--- config.mk ---
export PLATFORM = sky130hd
export DESIGN_NAME = font_loader
export DESIGN_NICKNAME = d
export VERILOG_FILES = /design/src/rtl/font_loader.sv
export SDC_FILE = /design/constraint.sdc
export NUM_CORES = 1
export LEC_CHECK = 0
export BUFFER_PORTS_ARGS = -buffer_cell sky130_fd_sc_hd__buf_2
export CORE_MARGIN = 10
export CORE_UTILIZATION = 50
export CTS_BUF_LIST = sky130_fd_sc_hd__clkbuf_8
export CTS_CLUSTER_DIAMETER = 30
export DETAILED_ROUTE_END_ITERATION = 12
export GPL_ROUTABILITY_DRIVEN = 0
export GPL_TIMING_DRIVEN = 0
export PLACE_DENSITY = 0.72
export SYNTH_ARGS = -nofsm -noshare
export SYNTH_HDL_FRONTEND = slang
export SYNTH_SLANG_ARGS = --single-unit
--- constraint.sdc ---
create_clock -name clk_i -period 1.6 [get_ports clk_i]
set_input_delay 0.32 -clock clk_i [delete_from_list [all_inputs] [get_ports clk_i]]
set_output_delay 0.32 -clock clk_i [all_outputs]
set_load 0.02 [all_outputs]
--- src/rtl/font_loader.sv ---
// font_loader: packs 16 stream bytes per glyph and writes glyphs to font memory; FONT_LOADER_CKSUM_EN adds a per-glyph XOR checksum byte.
// Latency: wr_en_o rises one cycle after the last byte of a glyph is accepted.
// Backpressure: byte_ready_o is high only in COLLECT, so bytes are held off while idle and during each write cycle.
module font_loader #(
    parameter int ADDR_WIDTH = 7,
    parameter int DATA_WIDTH = 128,
    parameter int ROW_WIDTH  = 8
) (
    input  logic                  clk_i,
    input  logic                  rstn_i,
    input  logic                  start_i,
    input  logic [ADDR_WIDTH-1:0] base_addr_i,
    input  logic [ADDR_WIDTH:0]   nchars_i,
    input  logic [ROW_WIDTH-1:0]  byte_i,
    input  logic                  byte_valid_i,
    output logic                  byte_ready_o,
    output logic                  wr_en_o,
    output logic [ADDR_WIDTH-1:0] wr_addr_o,
    output logic [0:DATA_WIDTH-1] wr_data_o,
    output logic                  busy_o,
`ifdef FONT_LOADER_CKSUM_EN
    output logic                  cksum_err_o,
`endif
    output logic                  done_o
);

    localparam int NROWS  = DATA_WIDTH / ROW_WIDTH;
`ifdef FONT_LOADER_CKSUM_EN
    localparam int NBYTES = NROWS + 1;
`else
    localparam int NBYTES = NROWS;
`endif
    localparam int RW = $clog2(NBYTES);

    typedef enum logic [1:0] {IDLE, COLLECT, WRITE} state_t;

    state_t                state_q, state_d;
    logic [RW-1:0]         row_q, row_d;
    logic [ADDR_WIDTH-1:0] addr_q, addr_d;
    logic [ADDR_WIDTH:0]   left_q, left_d;
    logic [0:DATA_WIDTH-1] glyph_q, glyph_d;
    logic [ADDR_WIDTH-1:0] wr_addr_q, wr_addr_d;
    logic [0:DATA_WIDTH-1] wr_data_q, wr_data_d;
    logic                  done_q, done_d;
`ifdef FONT_LOADER_CKSUM_EN
    logic [ROW_WIDTH-1:0]  cksum_q, cksum_d;
    logic                  err_q, err_d;
`endif

    logic                  accept;
    logic                  last_glyph;
    logic [0:DATA_WIDTH-1] glyph_shift;

    assign accept      = byte_valid_i && (state_q == COLLECT);
    assign last_glyph  = (left_q == (ADDR_WIDTH+1)'(1));
    // Earlier rows drift toward bit 0, so the first byte ends up top-left.
    assign glyph_shift = {glyph_q[ROW_WIDTH:DATA_WIDTH-1], byte_i};

    always_comb begin
        state_d   = state_q;
        row_d     = row_q;
        addr_d    = addr_q;
        left_d    = left_q;
        glyph_d   = glyph_q;
        wr_addr_d = wr_addr_q;
        wr_data_d = wr_data_q;
        done_d    = 1'b0;
`ifdef FONT_LOADER_CKSUM_EN
        cksum_d   = cksum_q;
        err_d     = err_q;
`endif
        case (state_q)
            IDLE: begin
                if (start_i) begin
                    addr_d  = base_addr_i;
                    left_d  = (nchars_i == '0) ? {1'b1, {ADDR_WIDTH{1'b0}}} : nchars_i;
                    row_d   = '0;
                    state_d = COLLECT;
`ifdef FONT_LOADER_CKSUM_EN
                    cksum_d = '0;
                    err_d   = 1'b0;
`endif
                end
            end
            COLLECT: begin
                if (accept) begin
`ifdef FONT_LOADER_CKSUM_EN
                    if (row_q < RW'(NROWS)) begin
                        glyph_d = glyph_shift;
                        cksum_d = cksum_q ^ byte_i;
                        row_d   = row_q + RW'(1);
                    end else begin
                        row_d   = '0;
                        cksum_d = '0;
                        if (byte_i == cksum_q) begin
                            wr_addr_d = addr_q;
                            wr_data_d = glyph_q;
                            state_d   = WRITE;
                        end else begin
                            // Corrupt glyph: drop it but keep the address sequence intact.
                            err_d  = 1'b1;
                            addr_d = addr_q + ADDR_WIDTH'(1);
                            left_d = left_q - (ADDR_WIDTH+1)'(1);
                            if (last_glyph) begin
                                state_d = IDLE;
                                done_d  = 1'b1;
                            end
                        end
                    end
`else
                    glyph_d = glyph_shift;
                    if (row_q == RW'(NROWS-1)) begin
                        row_d     = '0;
                        wr_addr_d = addr_q;
                        wr_data_d = glyph_shift;
                        state_d   = WRITE;
                    end else begin
                        row_d = row_q + RW'(1);
                    end
`endif
                end
            end
            WRITE: begin
                addr_d = addr_q + ADDR_WIDTH'(1);
                left_d = left_q - (ADDR_WIDTH+1)'(1);
                if (last_glyph) begin
                    state_d = IDLE;
                    done_d  = 1'b1;
                end else begin
                    state_d = COLLECT;
                end
            end
            default: state_d = IDLE;
        endcase
    end

    always_ff @(posedge clk_i or negedge rstn_i) begin
        if (!rstn_i) begin
            state_q <= IDLE;
        end else begin
            state_q <= state_d;
        end
    end

    always_ff @(posedge clk_i or negedge rstn_i) begin
        if (!rstn_i) begin
            row_q     <= '0;
            addr_q    <= '0;
            left_q    <= '0;
            glyph_q   <= '0;
            wr_addr_q <= '0;
            wr_data_q <= '0;
            done_q    <= 1'b0;
`ifdef FONT_LOADER_CKSUM_EN
            cksum_q   <= '0;
            err_q     <= 1'b0;
`endif
        end else begin
            row_q     <= row_d;
            addr_q    <= addr_d;
            left_q    <= left_d;
            glyph_q   <= glyph_d;
            wr_addr_q <= wr_addr_d;
            wr_data_q <= wr_data_d;
            done_q    <= done_d;
`ifdef FONT_LOADER_CKSUM_EN
            cksum_q   <= cksum_d;
            err_q     <= err_d;
`endif
        end
    end

    assign byte_ready_o = (state_q == COLLECT);
    assign wr_en_o      = (state_q == WRITE);
    assign busy_o       = (state_q != IDLE);
    assign wr_addr_o    = wr_addr_q;
    assign wr_data_o    = wr_data_q;
    assign done_o       = done_q;
`ifdef FONT_LOADER_CKSUM_EN
    assign cksum_err_o  = err_q;
`endif

endmodule

## Word level (Yosys, flattened, before mapping)

Index checks and enable logic that the tools add are counted.

| operators by class | value |
|---|---|
| add/subtract/negate cells | 3 |
| equality and inequality tests | 7 |
| multiplexer cells | 16 |
| reduce and logical (&&, ||, !) cells | 11 |

Operators by type and width:

| operator | count |
|---|---|
| $mux W8 | 2 |
| $pmux W8 S2 | 1 |
| $pmux W7 S2 | 1 |
| $mux W4 | 3 |
| $reduce_and A3 Y1 | 3 |
| $eq A8 B1 Y1 const B | 1 |
| $logic_not A8 Y1 | 1 |
| $pmux W4 S2 | 1 |
| $sub A8 B1 Y8 const B | 1 |
| $add A7 B1 Y7 const B | 1 |
| $mux W7 | 1 |
| $mux W2 | 3 |
| $pmux W2 S3 | 1 |
| $reduce_bool A2 Y1 | 3 |
| $add A4 B1 Y4 const B | 1 |
| $eq A4 B4 Y1 const B | 1 |
| $ne A2 B1 Y1 const B | 2 |
| $reduce_and A2 Y1 | 2 |
| $mux W1 | 3 |
| $eq A2 B1 Y1 const B | 1 |
| $eq A2 B2 Y1 const B | 1 |
| $logic_not A2 Y1 | 1 |
| $ne A2 B2 Y1 const B | 1 |
| $logic_and A1 B1 Y1 | 1 |

| word-level totals | value |
|---|---|
| register bits after elaboration | 277 |
| bits of input ports | 27 |

## Depth between registers and ports, before layout

Gate-level depths: netlist of run 1.

| depth | value |
|---|---|
| depth after elaboration | 4 |
| mapped depth | 8 |

## Least setup slack after synthesis of run 1

No wires, ideal clock.

| timing | value |
|---|---|
| path kind | reg-to-reg |
| start point | reg state_q[1] |
| end point | reg wr_data_q, in the netlist wr_data_o[10] |
| library setup time | 0.127 ns |
| arrival time | 1.642 ns |
| required time | 1.473 ns |
| path slack | -0.169 ns |
| stages on the path, launching flop included | 8 |
| buffers on the path | 3 |
| period minus slack after synthesis | 1.769 ns |
| path through | dfrtp_1 buf_2 nor2b_4 nand2_2 nor2_4 buf_6 buf_6 mux2_1 |

| on the way | value |
|---|---|
| cells in the longest elaborated chain, start to end | 3 |

Ends and longest elaborated chain:

| element | RTL line | RTL |
|---|---|---|
| from (decl) | 37 | `state_t state_q, state_d;` |
| from (signal assigned) | 141 | `state_q <= state_d;` |
| $eq A2 B1 Y1 (*) | - |  |
| named net byte_ready_o | 16 | `output logic byte_ready_o,` |
| $logic_and A1 B1 Y1 | 54 | `assign accept = byte_valid_i && (state_q == COLLECT);` |
| $reduce_and A3 Y1 (no source line) (*) | - |  |
| to (signal assigned) | 164 | `wr_data_q <= wr_data_d;` |
| to (decl) | 43 | `logic [0:DATA_WIDTH-1] wr_data_q, wr_data_d;` |

The timed path passes the listed nets; every way through them passes the cells marked *.
A chain may end at the register's enable or synchronous reset.

## Worst setup path after layout of run 1

| timing | value |
|---|---|
| start point | reg state_q[1] |
| end point | out wr_en_o |

| on the way | value |
|---|---|
| cells in the longest elaborated chain, start to end | 1 |

Ends and longest elaborated chain:

| element | RTL line | RTL |
|---|---|---|
| $eq A2 B2 Y1 | 174 | `assign wr_en_o = (state_q == WRITE);` |
| to (decl) | 17 | `output logic wr_en_o,` |

Every way passes these cells.

==> results by group, run 1 <==
Die
  • Rows: 53
  • Core Region: 0.0210 sq mm
  • Total die area: roughly 0.028 sq mm
  • Starting Density: about half
  • Die X: 166 um
  • Die H: between 150 and 200 um
  • I/O Pins: 166

STA
  • Worst-Margin Slew: 0.610 ns
  • Setup violators final: roughly 140
  • Final Hold Viols: 0
  • Pins over their slew limit: 0
  • FMAX: approximately 570 MHz
  • RSZ-0062 raised after global routing: yes
  • Setup Skew: 0.0225 ns
  • Final setup margin: -0.141 ns
  • Tcrit/Tclk final: 109%
  • Min Tclk post-route: 1.74 ns
  • Worst slew margin: 59.3%

Setup path
  • CP Max Fanout: 6
  • Nature of the critical path endpoint: primary output
  • Worst endpoint data arrival time: 1.42 ns
  • WP data required: 1.28 ns
  • Crit start category: register
  • Kind of critical path: reg -> out

Drt
  • Vias: 7587
  • Routed WL: 25200 um
  • DRT iter0 DRCs: between 500 and 600
  • Final ANT Viol Nets: 0
  • Drt pass-1 iters: 5
  • Drt wl/cell: ~17 um
  • Vias/cell: 5.10
  • DRC errors left: 0

Place
  • Post-placement cell count: 1368
  • Port buffer count: 165
  • Detailed-placement wirelength estimate: 17000 um
  • Post-placement setup slack: -0.463 ns

Outcome
  • Status: finished with violations
  • Failing checks: setup timing

Clocking
  • CTS max path bufs: 3
  • TritonCTS buffer count: a little under 50
  • H-Tree Depth: 2
  • Clk pin slew, worst setup/hold paths: 0.06 ns
  • Clk Latency, worst-skew pair: 0.54 ns
  • Root Driver: clkbuf_8
  • Sink Count: 277
  • CTS tree: done

GRT
  • GRT Max-Usage Layer: met2
  • M3 GR Usage: 5.02%
  • Number of global-route vias before repair: ~8000
  • First-pass GRT wire length: 41800 um
  • Grt met2 use: 29.1%
  • Initial antenna violation count: 0
  • Total GRT Usage: 18.0%
  • GR Layer Usage met1: 22.9%
  • Gr ovfl total: 0
  • Largest net degree at the start of global routing: between 100 and 150

Cells and area
  • Non-Filler Instances: 1489
  • Diode count: 0
  • Total Nets Final: 1211
  • Synthesis-to-layout area growth: 28.7%
  • Layout cells sized above 1: 36.7%
  • Fill count: 1633

Power and ir drop
  • Net Switching: 9030 uW
  • VDD IR-drop max: 1.19 mV
  • Internal power: 16900 uW
  • Sw Ratio: 34.8%
  • Power density over cell area: 1890 mW/mm^2
  • LEAKAGE: 0.00760 uW
  • Gate power share: 28.6%
  • Part of the power in registers: 44.3%
  • Clock network fraction of design power: 27.1%

Logic synthesis
  • Synth async-reset ratio: 100%
  • Synth unique cells: 45
  • Seq/Total Area, Yosys: 64.8%
  • Syn. warnings: 0
  • Post-synth EDFFs: 0
  • Average size of a mapped cell: 11.6 sq um
  • Synthesized area: 0.0107 sq mm
  • Post-synthesis register bit count: 277
  • Most used DFF post-synth: dfrtp_1
  • Syn nets: 957
  • Syn Inst Count: 926

Flow run
  • Max Cap Viol: 0

Hold path
  • HP Class: in -> reg
[metrics by stage]
step                      instance area [sq um]  utilization [%]  hold slack, ns  total power [uW]  TNS [ns]
after global routing                      13800             65.5          0.0209             27500    -21.62
final                                     13800             65.5          0.0299             26000    -12.97
after detailed placement                  11900             56.8           0.220             18400    -82.46
after CTS                                 13700             65.1         0.00719             26100    -17.37
after global placement                    11900             56.5           0.455             18100  -1412.00
after floorplan                           10700                -          0.0244             15500     -9.74
[layout by cell type (no fill, tap or decap), drive strengths merged, types with 8 or more instances in the layout]
master	Yosys	routed
clkbuf	21	67
nand3	10	10
dfrtp	277	277
nand2	370	370
mux2	135	135
inv	7	19
dlygate4sd3	0	12
buf	25	227
o21ai	8	8
nor2	17	17
clkinv	0	8
[sequential cells by signal, indices dropped and copies added (netlist names)]
name / flops
glyph_q: 120
row_q: 4
left_q: 8
wr_addr_o: 7
done_o: 1
state_q: 2
addr_q: 7
wr_data_o: 128
[power groups by stage]
stage / sequential (uW) / combinational (uW) / clock, uW
2_1_floorplan: 12400 / 3030 / 0
3_5_place_dp: 11500 / 6850 / 0
4_1_cts: 11500 / 7450 / 7190
6_report: 11500 / 7420 / 7050
3_3_place_gp: 11400 / 6640 / 0
5_1_grt: 11800 / 8160 / 7560
[cell families (layout without fill, tap and decap cells)]
logic type	count (synthesis)	in the layout	synth area share, %
AND/OR/NAND/NOR	421	421	15.7
buffers and inverters	53	341	2.56
AO/OA/AOI/OAI	34	34	2.12
multiplexers	137	137	14.4
adder cells (fa/ha/maj)	4	4	0.468
flip-flops	277	277	64.8
[worst max-delay path, stage by stage, from the launching register on]
cell and delay, ns:
dfrtp_1 0.37, buf_6 0.13, buf_4 0.14, nand2b_4 0.08, inv_4 0.03, buf_6 0.12
[path summary, 6_finish.rpt]
| path | from | end | slack, ns | cells after the start |
|---|---|---|---|---|
| min in group asynchronous | rstn_i | wr_data_o[103]$_DFFE_PN0P_ | 0.25 | 2 |
| max | state_q[1]$_DFFE_PN0P_ | wr_en_o | -0.14 | 5 |
| max reg2reg | state_q[1]$_DFFE_PN0P_ | wr_data_o[31]$_DFFE_PN0P_ | -0.14 | 8 |
| min | base_addr_i[1] | addr_q[1]$_DFFE_PN0P_ | 0.03 | 3 |
| min reg2reg | glyph_q[14]$_DFFE_PN0N_ | glyph_q[14]$_DFFE_PN0N_ | 0.47 | 2 |
| max in group asynchronous | rstn_i | wr_data_o[47]$_DFFE_PN0P_ | 0.47 | 3 |
[what timing repair did]
item | 4_1_cts | 5_1_grt
setup buffers | 17 | 6
gates cloned | 3 | 0
pin swaps | 2 | 2
resized for setup | 104 | 31
endpoints found under the hold margin | 47 | 0
setup endpoints to repair | 275 | 253
hold buffers | 12 | 0
[metal layers]
layer / vias to the layer above / wire length [um]
li1: 3546 / -
met1: 3792 / 10900
met2: 212 / 12100
met3: 37 / 1670
met4: 0 / 492
met5: - / 0
[cell usage after synthesis, types with 2 or more instances]
library cell  instances  area [sq um]
a21oi_1               7          35.0
a221o_1               2          20.0
a22o_1                2          17.5
a31oi_1               2          12.5
buf_2                15          75.1
buf_4                 5          37.5
buf_6                 5          56.3
clkbuf_1             21          78.8
dfrtp_1             277          6930
ha_1                  4          50.1
inv_1                 6          22.5
mux2_1               39           439
mux2_2               96          1080
mux2i_1               2          20.0
nand2_1             369          1390
nand3_1              10          50.1
nand4_1               4          25.0
nor2_1               16          60.1
nor3_1                5          25.0
nor4_1                2          12.5
o211ai_1              4          30.0
o21ai_0               7          35.0
o311ai_0              2          17.5
or3_1                 3          18.8
[layout make-up]
type / count / area, sq um / area share (%)
inverters: 7 / 28.8 / 0.209
multi-input cells: 596 / 3650 / 26.5
clock inverters: 28 / 292 / 2.12
plain buffers: 45 / 455 / 3.31
flip-flops and latches: 277 / 6930 / 50.3
repair buffers: 204 / 1290 / 9.34
clock buffers: 57 / 785 / 5.70
well taps: 275 / 344 / 2.50
Power figures use the tool's default switching activity.
==> inputs of run 2 (changes only) <==
==> config.mk (replaced) <==
export PLATFORM = sky130hd
export DESIGN_NAME = font_loader
export DESIGN_NICKNAME = d
export VERILOG_FILES = /design/src/rtl/font_loader.sv
export SDC_FILE = /design/constraint.sdc
export NUM_CORES = 1
export LEC_CHECK = 0
export ABC_AREA = 1
export CORE_MARGIN = 10
export CORE_UTILIZATION = 50
export CTS_BUF_LIST = sky130_fd_sc_hd__clkbuf_8
export CTS_CLUSTER_DIAMETER = 30
export DETAILED_ROUTE_END_ITERATION = 12
export DONT_BUFFER_PORTS = 1
export GPL_ROUTABILITY_DRIVEN = 0
export GPL_TIMING_DRIVEN = 0
export PLACE_DENSITY = 0.66
export SYNTH_ARGS = -nofsm -noshare
export SYNTH_HDL_FRONTEND = slang
export SYNTH_SLANG_ARGS = --single-unit
==> run 2 against run 1 <==
Compared with the run above: the flow finishes with violations (hold timing, setup timing); global-route usage increased by 3.5 points; first-iteration DRC count increased by 26%; die area increased by 1.5%; clock power increased by 19%; fmax increased by 1.1%; cell area increased by 8.9%; critical path depth decreased by 2; sequential power decreased by 11%; non-clock buffer count decreased by 120; final cell count increased by 10%; total power decreased by 12%; wire length increased by 27%.
==> results by group, run 2 <==
Logic synthesis
  • Main area contributors after synthesis: dfrtp_1 (64%), nand2_1 (17%), o21ai_0 (7.0%), a21oi_1 (2.2%), nor2_1 (2.1%)
  • Share of the synthesized area in the top cell type: 63.7% (-1.1 points)
  • Synth area leader: dfrtp_1
  • Synth async-reset ratio: 100% (unchanged)
  • Most frequent cell after synthesis: nand2_1
  • Post-synthesis register bit count: 277 (unchanged)
  • Syn. warnings: 0 (unchanged)
  • Commonest cells in the netlist: nand2_1 (496), dfrtp_1 (277), o21ai_0 (152), nor2_1 (62), inv_1 (56)
  • Synthesized area: 0.0109 sq mm (+1.7%)
  • Post-synth EDFFs: 0 (unchanged)
  • Syn nets: 1235 (+29%)
  • Seq/Total Area, Yosys: 63.7% (-1.1 points)
  • Average size of a mapped cell: 9.04 sq um (-22%)
  • Synth unique cells: 26 (-42%)
  • Syn Inst Count: 1204 (+30%)
  • Most used DFF post-synth: dfrtp_1

GRT
  • GRT Max-Usage Layer: met2
  • Number of global-route vias before repair: 9149 (+14%)
  • GR Layer Usage met1: 24.9% (+1.9 points)
  • Largest net degree at the start of global routing: 278 (+120%)
  • Initial antenna violation count: 0 (unchanged)
  • Total GRT Usage: 21.5% (+3.5 points)
  • First-pass GRT wire length: 49300 um (+18%)
  • Grt met2 use: 36.3% (+7.2 points)
  • Gr ovfl total: 0 (unchanged)
  • M3 GR Usage: 8.29% (+3.3 points)

Clocking
  • Clk Latency, worst-skew pair: 0.59 ns (+0.05 ns)
  • Clk pin slew, worst setup/hold paths: 0.06 ns (about the same)
  • Post-CTS Hold Buffers: 22 (+10)
  • CTS max path bufs: 3 (unchanged)
  • CTS tree: done
  • H-Tree Depth: 2 (unchanged)
  • TritonCTS buffer count: 54 (+10%)
  • Sink Count: 277 (unchanged)
  • Root Driver: clkbuf_8

Cells and area
  • Commonest non-fill, non-tap cell in the layout: nand2_1
  • Commonest cells after routing, fill and taps aside: nand2_1 (358), dfrtp_1 (276), o21ai_0 (123), nand2_2 (89), clkbuf_8 (68)
  • Diode count: 0 (unchanged)
  • Total Nets Final: 1355 (+12%)
  • Max reg flops: 128 (unchanged)
  • Synthesis-to-layout area growth: 37.7%
  • Layout cells sized above 1: 30.8% (-5.9 points)

STA
  • Min Tclk post-route: 1.72 ns (-0.0187 ns)
  • Worst-Margin Slew: 0.432 ns (-0.178 ns)
  • Fin Hold WS: -0.576 ns (-0.606 ns)
  • Pins over their slew limit: 0 (unchanged)
  • Setup Skew: 0.0203 ns (-0.00220 ns)
  • Setup violators final: 118 (-15%)
  • FMAX: 581 MHz (+1.1%)
  • Final Hold Viols: 277 (+277)
  • RSZ-0062 raised after global routing: yes
  • Worst slew margin: 71.2% (+12 points)
  • Tcrit/Tclk final: 108% (-1.2 points)
  • Final setup margin: -0.122 ns (+0.0187 ns)
  • TNS Setup: -8.08 ns (+4.89 ns)

Setup path
  • WP data required: 1.28 ns (about the same)
  • Nature of the critical path endpoint: primary output
  • CP Max Fanout: 5 (-1)
  • Worst endpoint data arrival time: 1.40 ns (-0.02 ns)
  • Crit start category: register
  • Kind of critical path: reg -> out

Place
  • Port buffer count: 0 (-100%)
  • Detailed-placement wirelength estimate: 18600 um (+9.5%)

Power and ir drop
  • Gate power share: 18.5% (-10 points)
  • VDD IR-drop max: 0.894 mV (-25%)
  • Net Switching: 7500 uW (-17%)
  • Part of the power in registers: 44.6% (+0.3 points)
  • Internal power: 15300 uW (-9.8%)
  • LEAKAGE: 0.00807 uW (+6.3%)
  • Clock network fraction of design power: 36.9% (+9.8 points)
  • Total power: 22800 uW (-12%)
  • Power density over cell area: 1520 mW/mm^2 (-19%)
  • Sw Ratio: 32.9% (-1.9 points)

Drt
  • Vias: 8777 (+16%)
  • Drt wl/cell: 19.5 um (+15%)
  • DRC errors left: 0 (unchanged)
  • Final ANT Viol Nets: 0 (unchanged)
  • Vias/cell: 5.34 (+4.7%)
  • Drt pass-1 iters: 5 (unchanged)
  • DRT iter0 DRCs: 671 (+26%)
  • Routed WL: 32100 um (+27%)

Outcome
  • Status: finished with violations
  • Failing checks: hold timing, setup timing

Flow run
  • Max Cap Viol: 0 (unchanged)

Die
  • Total die area: 0.0281 sq mm (+1.5%)
  • Rows: 53 (unchanged)
  • I/O Pins: 166 (unchanged)
  • Die X: 168 um (+0.75%)
  • Die H: 168 um (+0.75%)
  • Core Region: 0.0212 sq mm (+0.95%)
  • Starting Density: 51.3% (+0.38 points)

Hold path
  • HP Class: in -> async
-- run 2: power groups by stage --
stage	clock (uW)	sequential, uW	combinational [uW]
after global placement	0	9840	3090
final	8420	10200	4210
after CTS	8510	9870	3720
after floorplan	0	9450	2440
after global routing	8890	10300	4740
after detailed placement	0	9860	3200
-- run 2: cell families (layout without fill, tap and decap cells) --
kind of cell             after synthesis  after routing  share of synthesized area, %
flip-flops                           277            277                          63.7
buffers and inverters                126            291                          4.92
AO/OA/AOI/OAI                        208            208                          9.78
adder cells (fa/ha/maj)                4              4                         0.460
AND/OR/NAND/NOR                      585            586                          20.8
multiplexers                           1              1                        0.0920
XOR/XNOR                               3              3                         0.241
-- run 2: worst paths after layout --
| kind | startpoint | endpoint | slack [ns] | depth (start not counted) |
|---|---|---|---|---|
| max in group asynchronous | rstn_i | wr_data_o[93]$_DFFE_PN0P_ | 1.77 | 0 |
| worst max register to register | state_q[1]$_DFFE_PN0P_ | wr_data_o[80]$_DFFE_PN0P_ | -0.12 | 8 |
| worst max-delay path | state_q[1]$_DFFE_PN0P_ | wr_en_o | -0.12 | 3 |
| min in group clk_i | base_addr_i[5] | addr_q[5]$_DFFE_PN0P_ | 0.04 | 3 |
| worst min-delay path | rstn_i | glyph_q[21]$_DFFE_PN0N_ | -0.58 | 0 |
| worst min register to register | glyph_q[15]$_DFFE_PN0N_ | wr_data_o[7]$_DFFE_PN0P_ | 0.48 | 2 |
-- run 2: repair_timing --
action,in CTS,in global routing
hold endpoints to repair,306,277
pin swaps,9,15
gates cloned,18,6
gates resized for setup,226,304
setup endpoints to repair,272,265
setup buffers,26,7
-- run 2: metal layers --
metal	vias to the layer above	wire length, um
met5	-	0
met4	0	755
met3	69	2920
met2	255	16200
met1	4369	12200
li1	4084	-
-- run 2: area by class of cell --
| class | instances | area, sq um |
|---|---|---|
| Sequential cell | 277 | 6930 |
| Fill cell | 1461 | 6230 |
| Multi-Input combinational cell | 802 | 4470 |
| Timing Repair Buffer | 65 | 940 |
| Clock buffer | 68 | 936 |
| Buffer | 64 | 729 |
| Clock inverter | 34 | 394 |
| Tap cell | 275 | 344 |
| Inverter | 59 | 234 |
| Timing Repair inverter | 1 | 16.3 |
-- run 2: through the flow --
step	area, sq um	hold WS, ns	util (%)	setup slack, ns	cells
2_1_floorplan	10900	0.0244	-	0.0655	1204
5_1_grt	15000	-0.595	70.6	-0.190	1645
3_3_place_gp	11200	0.0376	52.9	-0.699	1479
3_5_place_dp	11200	0.0345	52.9	-0.693	1479
4_1_cts	14200	-0.597	66.9	-0.141	1646
6_report	15000	-0.576	70.6	-0.122	1645
-- run 2: worst max-delay path, cell delays in order (launching register included) --
cell and delay, ns:
dfrtp_2 0.43, inv_2 0.08, nor2_4 0.16, buf_8 0.15
